==> config.mk <==
export PLATFORM = sky130hd
export DESIGN_NAME = operand_sequencer
export DESIGN_NICKNAME = d
export VERILOG_FILES = /design/src/rtl/opseq_pkg.sv /design/src/rtl/opseq_fifo.sv /design/src/rtl/operand_sequencer.sv
export SDC_FILE = /design/constraint.sdc
export NUM_CORES = 1
export LEC_CHECK = 0
export CAP_MARGIN = 20
export CORE_AREA = 8 8 89 107
export DETAILED_ROUTE_END_ITERATION = 12
export DIE_AREA = 0 0 97 115
export SLEW_MARGIN = 15
export SYNTH_ARGS = -nofsm -noshare
export SYNTH_HDL_FRONTEND = slang
export SYNTH_SLANG_ARGS = --single-unit
export TNS_END_PERCENT = 100
==> constraint.sdc <==
create_clock -name clk -period 2.95 [get_ports clk]
set_input_delay 0.295 -clock clk [delete_from_list [all_inputs] [get_ports clk]]
set_output_delay 0.295 -clock clk [all_outputs]
set_load 0.1 [all_outputs]
==> src/rtl/opseq_pkg.sv <==
// Shared types and constants for the operand sequencer.
// The sweep end point is selected by OPSEQ_FULL_SWEEP_EN in operand_sequencer.
package opseq_pkg;

    typedef enum logic {
        IDLE  = 1'b0,
        SWEEP = 1'b1
    } opseq_state_e;

    localparam int OPSEQ_S_LAST_DEFAULT = 7;
    localparam int OPSEQ_WIDTH_DEFAULT  = 4;

    // Operand triplet view at the default operand width
    typedef struct packed {
        logic [OPSEQ_WIDTH_DEFAULT-1:0] a;
        logic [OPSEQ_WIDTH_DEFAULT-1:0] b;
        logic [OPSEQ_WIDTH_DEFAULT-1:0] c;
    } opseq_triplet_t;

endpackage

==> src/rtl/opseq_fifo.sv <==
// Synchronous FIFO holding packed operand triplets; power-of-two DEPTH.
// Head entry is readable combinationally on dout.
module opseq_fifo #(
    parameter int DW    = 12,
    parameter int DEPTH = 4
) (
    input  logic                     clk,
    input  logic                     rst,
    input  logic                     push,
    input  logic                     pop,
    input  logic [DW-1:0]            din,
    output logic [DW-1:0]            dout,
    output logic                     full,
    output logic                     empty,
    output logic [$clog2(DEPTH):0]   level
);

    localparam int AW = $clog2(DEPTH);

    logic [DW-1:0] mem [DEPTH];
    logic [AW-1:0] wr_ptr;
    logic [AW-1:0] rd_ptr;
    logic          do_push;
    logic          do_pop;

    assign full    = (level == (AW+1)'(DEPTH));
    assign empty   = (level == '0);
    assign do_push = push && !full;
    assign do_pop  = pop && !empty;
    assign dout    = mem[rd_ptr];

    always_ff @(posedge clk) begin
        if (do_push) begin
            mem[wr_ptr] <= din;
        end
    end

    // Pointers wrap naturally because DEPTH is a power of two
    always_ff @(posedge clk or posedge rst) begin
        if (rst) begin
            wr_ptr <= '0;
            rd_ptr <= '0;
            level  <= '0;
        end else begin
            if (do_push) wr_ptr <= wr_ptr + AW'(1);
            if (do_pop)  rd_ptr <= rd_ptr + AW'(1);
            case ({do_push, do_pop})
                2'b10:   level <= level + (AW+1)'(1);
                2'b01:   level <= level - (AW+1)'(1);
                default: level <= level;
            endcase
        end
    end

endmodule

==> src/rtl/operand_sequencer.sv <==
// Buffers operand triplets and sweeps the selector 0..S_LAST per triplet.
// Define OPSEQ_FULL_SWEEP_EN to sweep the full WIDTH-bit selector range.
module operand_sequencer
    import opseq_pkg::*;
#(
    parameter int WIDTH = 4,
    parameter int DEPTH = 4
) (
    input  logic                     clk,
    input  logic                     rst,
    input  logic                     in_valid,
    output logic                     in_ready,
    input  logic [WIDTH-1:0]         in_a,
    input  logic [WIDTH-1:0]         in_b,
    input  logic [WIDTH-1:0]         in_c,
    output logic [WIDTH-1:0]         out_a,
    output logic [WIDTH-1:0]         out_b,
    output logic [WIDTH-1:0]         out_c,
    output logic [WIDTH-1:0]         out_s,
    output logic                     out_valid,
    input  logic                     out_ready,
    output logic                     out_last,
    output logic [$clog2(DEPTH):0]   fifo_level
);

`ifdef OPSEQ_FULL_SWEEP_EN
    localparam logic [WIDTH-1:0] S_LAST = {WIDTH{1'b1}};
`else
    localparam logic [WIDTH-1:0] S_LAST = WIDTH'(OPSEQ_S_LAST_DEFAULT);
`endif

    opseq_state_e       state;
    logic               full;
    logic               empty;
    logic               push;
    logic               pop;
    logic               hs;
    logic               at_last;
    logic [3*WIDTH-1:0] head;

    assign in_ready = !full;
    assign push     = in_valid && in_ready;
    assign hs       = out_valid && out_ready;
    assign at_last  = (out_s == S_LAST);
    assign out_last = out_valid && at_last;
    // Pop on idle start or on the final beat so consecutive sweeps have no bubble
    assign pop      = !empty && ((state == IDLE) || (hs && at_last));

    opseq_fifo #(
        .DW    (3*WIDTH),
        .DEPTH (DEPTH)
    ) u_fifo (
        .clk   (clk),
        .rst   (rst),
        .push  (push),
        .pop   (pop),
        .din   ({in_a, in_b, in_c}),
        .dout  (head),
        .full  (full),
        .empty (empty),
        .level (fifo_level)
    );

    always_ff @(posedge clk or posedge rst) begin
        if (rst) begin
            state     <= IDLE;
            out_a     <= '0;
            out_b     <= '0;
            out_c     <= '0;
            out_s     <= '0;
            out_valid <= 1'b0;
        end else begin
            case (state)
                IDLE: begin
                    if (!empty) begin
                        {out_a, out_b, out_c} <= head;
                        out_s     <= '0;
                        out_valid <= 1'b1;
                        state     <= SWEEP;
                    end
                end
                SWEEP: begin
                    if (hs) begin
                        if (!at_last) begin
                            out_s <= out_s + WIDTH'(1);
                        end else if (!empty) begin
                            {out_a, out_b, out_c} <= head;
                            out_s <= '0;
                        end else begin
                            out_valid <= 1'b0;
                            state     <= IDLE;
                        end
                    end
                end
                default: state <= IDLE;
            endcase
        end
    end

endmodule

# Word level (Yosys, flattened, before mapping)
# Memories as Yosys holds them, arrays and structs flattened.
# Index checks and enable logic that the tools add are counted.
op_classes:
  reduce_logical: 14
  n_mux: 28
  eq_ne: 8
  bitwise: 1
  addsub: 5
op_table:
  columns: ["op", "n"]
  rows:
  - ["$mux W4", 12]
  - ["$pmux W4 S2", 4]
  - ["$mux W1", 9]
  - ["$logic_and A1 B1 Y1", 7]
  - ["$ne A2 B1 Y1 const B", 3]
  - ["$pmux W3 S2", 1]
  - ["$add A2 B1 Y2 const B", 2]
  - ["$add A4 B1 Y4 const B", 1]
  - ["$eq A4 B3 Y1 const B", 1]
  - ["$pmux W1 S2", 2]
  - ["$reduce_and A4 Y1", 1]
  - ["$add A3 B1 Y3 const B", 1]
  - ["$eq A3 B3 Y1 const B", 1]
  - ["$logic_not A3 Y1", 1]
  - ["$sub A3 B1 Y3 const B", 1]
  - ["$eq A2 B1 Y1 const B", 1]
  - ["$eq A2 B2 Y1 const B", 1]
  - ["$logic_not A1 Y1", 2]
  - ["$ne A2 B2 Y1 const B", 1]
  - ["$reduce_and A2 Y1", 1]
  - ["$reduce_bool A2 Y1", 1]
  - ["$logic_or A1 B1 Y1", 1]
  - ["$not A1 Y1", 1]
totals:
  register_bits: 25
  input_bits: 16
  wordCells: 66
  memories: 1
  output_inout_bits: 22
  ramBits: 48
memory_table:
  columns: ["name", "depth", "width", "read_ports", "rd_clocked_by_memory_dff", "wr", "line_no", "text"]
  rows:
  - ["u_fifo.mem", 4, 12, 1, 0, 1, "opseq_fifo.sv:20", "logic [DW-1:0] mem [DEPTH];"]

# Longest topological paths before layout
# Gate-level depths: netlist of run 1.
depth:
  depth_word: 7
  mapped_depth: 9
  mapped_depth_nobuf: 8

# Modules after synthesis
# From an unflattened synthesis of run 1, not the netlist that was laid out.
hier_totals:
  cells_unflattened: 188
  area_unflattened_um2: 3151.8
modules_own_cells:
  columns: ["module", "instances", "seq_area_each_um2", "area_each_um2", "cells_each"]
  rows:
  - ["opseq_fifo", 1, 1616.6, 2192.1, 101]
  - ["operand_sequencer", 1, 450.4, 959.7, 87]

# Worst setup path after synthesis of run 1
# Ideal clock, no wire load.
synth_timing:
  kind: "reg2reg"
  startpoint: "register u_fifo.level[0]"
  endpoint: "register u_fifo.level[2]"
  n_path_buf: 1
  arrival_time_ps: 3423
  required_ps: 2785
  path_stages_with_launch: 9
  setup_slack_ps: -637
  setup_time_ps: 165
  period_less_slack_ps: 3587
  cell_sequence: "dfrtp_1 -> or3b_1 -> clkbuf_1 -> nand2_1 -> ha_1 -> fa_1 -> xnor2_1 -> nor2_1 -> xor2_1"
synth_between:
  elab_chain_cells: 6
  word_cells_on_any_way: 14
  classes_between: "2 x add/sub; 3 x eq/ne; 1 x mux; 8 x reduce/logical"
synth_rtl:
  columns: ["element", "line_no", "text"]
  rows:
  - ["from (decl)", "opseq_fifo.sv:15", "output logic [$clog2(DEPTH):0] level"]
  - ["from (signal assigned)", "opseq_fifo.sv:48", "2'b10: level <= level + (AW+1)'(1);"]
  - ["from (signal assigned)", "opseq_fifo.sv:49", "2'b01: level <= level - (AW+1)'(1);"]
  - ["from (signal assigned)", "opseq_fifo.sv:50", "default: level <= level;"]
  - ["$eq A3 B3 Y1 *", "opseq_fifo.sv:26", "assign full = (level == (AW+1)'(DEPTH));"]
  - ["$logic_not A1 Y1 *", "operand_sequencer.sv:41", "assign in_ready = !full;"]
  - ["via in_ready", "operand_sequencer.sv:12", "output logic in_ready,"]
  - ["$logic_and A1 B1 Y1", "operand_sequencer.sv:42", "assign push = in_valid && in_ready;"]
  - ["$logic_and A1 B1 Y1 *", "opseq_fifo.sv:28", "assign do_push = push && !full;"]
  - ["$eq A2 B1 Y1 or $eq A2 B2 Y1 (tied branches)", "opseq_fifo.sv:47", "case ({do_push, do_pop})"]
  - ["$pmux W3 S2 or $reduce_bool A2 Y1 (tied branches)", null, null]
# Mark *: on every way through the listed nets, which the timed path passes. The rest lies on a longest branch.
# A chain may end at the register's enable or synchronous reset.

# Worst setup path after layout of run 1
layout_timing:
  startpoint: "register state"
  endpoint: "register u_fifo.level[2]"
layout_between:
  elab_chain_cells: 6
  word_cells_on_any_way: 8
  classes_between: "2 x eq/ne; 1 x mux; 1 x bitwise; 4 x reduce/logical"
layout_rtl:
  columns: ["element", "line_no", "text"]
  rows:
  - ["from (decl)", "operand_sequencer.sv:32", "opseq_state_e state;"]
  - ["from (signal assigned)", "operand_sequencer.sv:66", "state <= IDLE;"]
  - ["from (signal assigned)", "operand_sequencer.sv:79", "state <= SWEEP;"]
  - ["from (signal assigned)", "operand_sequencer.sv:91", "state <= IDLE;"]
  - ["$not A1 Y1 *", null, null]
  - ["$logic_or A1 B1 Y1 *", "operand_sequencer.sv:47", "assign pop = !empty && ((state == IDLE) || (hs && at_last));"]
  - ["$logic_and A1 B1 Y1 *", "operand_sequencer.sv:47", null]
  - ["$logic_and A1 B1 Y1 *", "opseq_fifo.sv:29", "assign do_pop = pop && !empty;"]
  - ["$eq A2 B1 Y1 or $eq A2 B2 Y1 (tied branches)", "opseq_fifo.sv:47", null]
  - ["$pmux W3 S2 or $reduce_bool A2 Y1 (tied branches)", null, null]
# Mark *: on every way between the ends. The rest lies on a longest branch, timed or not.

==> results of run 1 <==
[power groups by stage]
stage | Sequential (µW) | Combinational, µW | Clock [µW]
after CTS | 1370 | 558 | 738
after detailed placement | 1390 | 556 | 0
final | 1360 | 543 | 711
after floorplan | 1520 | 260 | 0
after global routing | 1380 | 588 | 773
after global placement | 1380 | 556 | 0
[flip-flops by register name, indices dropped and copies added (netlist names), 2 cells and up]
name / flops
out_s: 4
u_fifo.rd_ptr: 2
u_fifo.mem: 48
u_fifo.wr_ptr: 2
out_c: 4
out_b: 4
out_a: 4
u_fifo.level: 3
[layout make-up]
class / count / share of cell area [%]
sequential: 73 / 57.3
multi-input combinational: 78 / 24.6
timing repair buffer: 40 / 9.34
clock buffer: 13 / 4.39
tap: 95 / 3.28
clock inverter: 3 / 0.692
inverter: 4 / 0.415
[through the flow]
stage | hold WS, ns | setup TNS [ns]
6_report | 0.309 | 0
5_1_grt | 0.347 | 0
4_1_cts | 0.304 | 0
3_5_place_dp | 0.499 | 0
3_3_place_gp | 0.494 | 0
2_1_floorplan | 0.322 | -0.0538
[worst max path at each step]
stage | cells after the start | from | end
2_1_floorplan | 8 | u_fifo.level[1] | u_fifo.level[2]
3_3_place_gp | 8 | out_ready | u_fifo.level[2]
3_5_place_dp | 8 | out_ready | u_fifo.level[2]
4_1_cts | 7 | state | u_fifo.level[2]
5_1_grt | 7 | state | u_fifo.level[2]
6_report | 7 | state | u_fifo.level[2]
[kinds of logic after synthesis]
kind of cell               Yosys count
buffers and inverters                9
adders and majority gates            7
DFF                                 73
xor gates and xnor gates             6
and+or+nand+nor                     25
muxes                               27
AOI/OAI and AO/OA                   13
[cell usage after synthesis, drive strengths merged (2+ instances only)]
library cell   n
a32o           2
and3           5
buf            2
clkbuf         3
dfrtp         25
edfxtp        48
ha             6
inv            4
mux2          14
mux4          12
nand2          4
nand3          4
nor2           2
nor3           2
o211ai         2
o21ai          3
xnor2          5
[worst register-to-register path, cell delays in order, from the launching register on]
cell	delay, ns
dfrtp_1	0.59
a21boi_0	0.37
a211oi_4	0.06
ha_1	0.25
fa_1	0.38
xnor2_1	0.17
nor2_1	0.06
xor2_1	0.13
[layer usage]
metal / vias up / share of wire, % / global-route usage [%] / routed length, µm
met5: - / 0 / 0 / 0
met4: 0 / 1.8 / 4.93 / 97
met3: 9 / 4.5 / 4.09 / 235
met2: 28 / 51 / 16.9 / 2690
met1: 783 / 42 / 11.2 / 2220
li1: 713 / - / - / -
==> run_results.csv, run 1 <==
group,metric,value,unit
power,power.share.clock,27.2,%
logic_synthesis,netlist-cell-type-count,38,
critical_path,slowest_delay,0.59,ns
routing,first_iter_violations,85,
logic_synthesis,synth_nets,183,
routing,viasPerCell,5.01,
logic_synthesis,synth_top_family_by_area,"multiplexers",
cts,cts_max_level,3,
logic_synthesis,synth_area,3010,µm²
cts,cts_root_buf,"clkbuf_8",
power,p_per_area,723,nW/µm²
layout,final_cell_mix,"edfxtp_1 (48), buf_4 (25), dfrtp_1 (21)",
power,seq_power_share,52.1,%
power,finalPower,2620,µW
global_route,antenna_found_initial,0,
cts,cts_setup_buffers,0,
placed_design,place_hpwl,3470,µm
critical_path,cp.arrival,2.36,ns
power,swShare,31.3,%
placed_design,port_buffers,37,
logic_synthesis,ys.warnings.count,0,
critical_path,rr_worst_depth,7,
layout,utilization,45.9,%
routing,first_pass_iters,4,
die,coreArea,7880,µm²
placed_design,gp_congestion,0.709,
routing,vias,1533,
cts,worstSkewPairLatency,0.34,ns
sta,fmax,0.469,GHz
power,leakagePower,0.00142,µW
sta,setup_viol,0,
outcome,status,"finished clean",
logic_synthesis,synth_async_sr_flop_share,34.2,%
routing,routedWlPerCell,17.1,µm
die,io_pins,38,
logic_synthesis,ys_ff_latch,73,
power,p_sw,820,µW
logic_synthesis,syn-instance-count,160,
power,irDropWorstVdd,0.500,mV
critical_path,slowest_stage,"dfrtp_1",
cts,cts-resized-gates,0,
critical_path,r2r_start,"state",
placed_design,dpl_cell_area,3430,µm²
die,dieWidth,97,µm
sta,hold_viol_final,0,
sta,worst_slack,0.817,ns
cts,clk_pin_slew,0.08,ns
sta,slew_viol_final,0,
sta,finClkSkew,0.00990,ns
cts,clk_path_buf_depth,2,
sta,period_minus_slack,2.13,ns
flow_run,maxCapViolCount,0,
critical_path,cp.required,3.18,ns
critical_path,worstPathMaxFanout,13,
cts,cts_hold_buf,0,
global_route,grt_max_degree,26,
placed_design,pre_cts_ws,0.575,ns
layout,area_growth,20.1,%
global_route,gr-total-overflow,0,
logic_synthesis,synth_area_leaders,"edfxtp_1 (48%), dfrtp_1 (21%), mux4_2 (9.0%), mux2_4 (3.5%), mux2_2 (2.6%)",
layout,nNetsFinal,229,
critical_path,reg2reg_slack,0.82,ns
critical_path,crit_buf_inv,0,
logic_synthesis,synth_edf_count,48,
layout,n_antenna_cell,0,
sta,worstMarginPinSlew,0.684,ns
critical_path,path_cells,"a21boi_0 -> a211oi_4 -> ha_1 -> fa_1 -> xnor2_1 -> nor2_1 -> xor2_1",
layout,multiInputGateArea,891,µm²
critical_path,r2r-end,"u_fifo.level[2]",
global_route,grt_first_pass_wirelength,8760,µm
logic_synthesis,synth_compound_area_share,3.70,%
logic_synthesis,synthAdderAreaFrac,3.16,%
layout,final_common_cell,"edfxtp_1",
logic_synthesis,synth_flop_cell,"edfxtp_1",
routing,drc,0,
power,power_frac_comb,20.7,%
die,fp-row-count,36,
logic_synthesis,synth-simple-area-share,5.57,%
sta,period_share,72.3,%
cts,numCtsBuffers,9,
layout,final_area,3620,µm²
sta,rsz0062_at_grt,"false",
logic_synthesis,syn_avg_cell_area,18.8,µm²
logic_synthesis,yosysSeqAreaShare,68.6,%
critical_path,critical_path_class,"reg -> reg",
layout,ff_latch_area,2070,µm²
critical_path,cp_top_family,"adder cells",
routing,antenna_left,0,
layout,n_fill_cell,703,
critical_path,endpoint_kind,"register",
worst_hold_path,hp-class,"in -> async",
power,p_int,1800,µW
sta,max_slew_margin,54.4,%
global_route,grt_pass1_vias,1676,
logic_synthesis,yosysTopAreaCell,"edfxtp_1",
placed_design,dp_cells,290,
die,start_util,38.2,%
layout,fin_cells,306,
logic_synthesis,muxShareOfSynthArea,15.4,%
cts,cts.sinks,73,
die,die_h,115,µm
cts,cts_tree,"yes",
critical_path,startpoint_type,"register",
logic_synthesis,synth_xor_area_share,1.74,%
die,die_area,11200,µm²
routing,drt-total-wl,5250,µm
logic_synthesis,yosysTopAreaCellShare,47.9,%
global_route,grtUsageTotal,10.2,%
layout,layout-drive-gt1-share,35.5,%
No activity file was read; power rests on OpenSTA's default activity.
==> run 2, diff against run 1 <==
- clock period: 2.95 -> 2.2 ns (I/O delays scaled with it)
==> run_results.csv, run 2 (synthesis gave the netlist of run 1 again) <==
group,metric,value,unit
global_route,antenna_found_initial,0,
worst_hold_path,hp-class,"in -> async",
global_route,grt_first_pass_wirelength,8970,µm
placed_design,gp_congestion,0.726,
cts,cts_setup_buffers,0,
flow_run,maxCapViolCount,0,
routing,routedWlPerCell,17.4,µm
cts,cts_max_level,3,
power,irDropWorstVdd,0.642,mV
layout,area_growth,23.4,%
placed_design,dp_cells,296,
critical_path,path_cells,"or3b_1 -> nand2_1 -> ha_4 -> fa_1 -> mux2_4",
placed_design,pre_cts_ws,0.0501,ns
routing,vias,1541,
critical_path,cp.required,2.43,ns
outcome,status,"finished clean",
layout,final_common_cell,"edfxtp_1",
critical_path,r2r_start,"u_fifo.level[0]",
die,dieWidth,97,µm
die,io_pins,38,
critical_path,critical_path_class,"reg -> reg",
cts,numCtsBuffers,9,
placed_design,port_buffers,37,
sta,period_share,93.8,%
die,start_util,38.2,%
layout,layout-drive-gt1-share,39.2,%
routing,drt-total-wl,5430,µm
cts,cts-resized-gates,0,
critical_path,slowest_delay,0.52,ns
routing,viasPerCell,4.94,
power,leakagePower,0.00145,µW
die,die_area,11200,µm²
global_route,grt_max_degree,20,
critical_path,r2r-end,"u_fifo.level[1]",
critical_path,startpoint_type,"register",
sta,slew_viol_final,0,
routing,first_pass_iters,4,
layout,largest_register_ffs,48,
cts,cts_hold_buf,0,
global_route,gr-total-overflow,0,
sta,worstMarginPinSlew,0.760,ns
cts,clk_path_buf_depth,2,
routing,drc,0,
cts,cts_root_buf,"clkbuf_8",
sta,fmax,0.484,GHz
critical_path,cp.arrival,2.29,ns
critical_path,reg2reg_slack,0.14,ns
layout,final_cell_mix,"edfxtp_1 (48), buf_4 (30), dfrtp_1 (17)",
layout,n_antenna_cell,0,
die,coreArea,7880,µm²
placed_design,place_hpwl,3650,µm
placed_design,dpl_cell_area,3540,µm²
layout,n_fill_cell,703,
sta,rsz0062_at_grt,"false",
routing,first_iter_violations,60,
layout,utilization,47.2,%
critical_path,rr_worst_depth,5,
layout,nNetsFinal,235,
routing,antenna_left,0,
sta,period_minus_slack,2.06,ns
layout,fin_cells,312,
critical_path,endpoint_kind,"register",
cts,worstSkewPairLatency,0.33,ns
critical_path,slowest_stage,"dfrtp_4",
cts,clk_pin_slew,0.07,ns
sta,hold_viol_final,0,
cts,cts.sinks,73,
die,die_h,115,µm
layout,final_area,3720,µm²
sta,worst_slack,0.136,ns
sta,setup_viol,0,
die,fp-row-count,36,
layout,multiInputGateArea,920,µm²
global_route,grt_pass1_vias,1704,
layout,regMostFlops,"u_fifo.mem",
sta,finClkSkew,0.00683,ns
global_route,grtUsageTotal,10.4,%
sta,max_slew_margin,49.3,%
layout,ff_latch_area,2090,µm²
critical_path,worstPathMaxFanout,5,
power,p_per_area,969,nW/µm²
cts,cts_tree,"yes",
run 2: layout make-up:
| cell class | instances | share of cell area (%) |
|---|---|---|
| inverter | 4 | 0.404 |
| tap | 95 | 3.20 |
| sequential | 73 | 56.2 |
| timing repair buffer | 46 | 10.6 |
| clock inverter | 4 | 1.18 |
| multi-input combinational | 78 | 24.7 |
| clock buffer | 12 | 3.64 |
run 2: worst max-delay path: cells and delay by family (launching register included):
family / cells / cell delay (ns)
adder cells (fa/ha/maj): 2 / 0.56
flip-flops: 1 / 0.52
multiplexers: 1 / 0.27
AND/OR/NAND/NOR: 2 / 0.61
run 2: report_power, final:
part | switching (µW) | leakage (µW) | internal, µW
Combinational | 529 | 0.000610 | 252
Clock | 459 | 0.0000918 | 518
Sequential | 108 | 0.000751 | 1730
Total | 1100 | 0.00145 | 2500
run 2: through the flow:
stage | hold slack [ns] | power, µW | setup TNS [ns]
after floorplan | 0.247 | 2430 | -0.347
after global placement | 0.497 | 2660 | 0
after detailed placement | 0.501 | 2670 | 0
after CTS | 0.344 | 3660 | 0
after global routing | 0.366 | 3780 | 0
final | 0.321 | 3600 | 0
run 2: worst max path at each step:
stage	slack, ns	end	depth (start not counted)	startpoint
after CTS	0.13	u_fifo.level[1]	5	u_fifo.level[0]
after detailed placement	0.05	u_fifo.level[2]	8	out_ready
after global routing	0.05	u_fifo.level[1]	5	u_fifo.level[0]
after floorplan	-0.21	u_fifo.level[1]	7	out_s[1]
after global placement	0.06	u_fifo.level[2]	8	out_ready
final	0.14	u_fifo.level[1]	5	u_fifo.level[0]
run 2: per-layer routing:
layer	up-vias	wire [µm]	global-route usage [%]	share of wire [%]
met5	-	0	0	0
met4	0	56	4.01	1.0
met3	6	261	4.39	4.8
li1	724	-	-	-
met2	27	2780	17.0	51
met1	784	2330	11.8	43
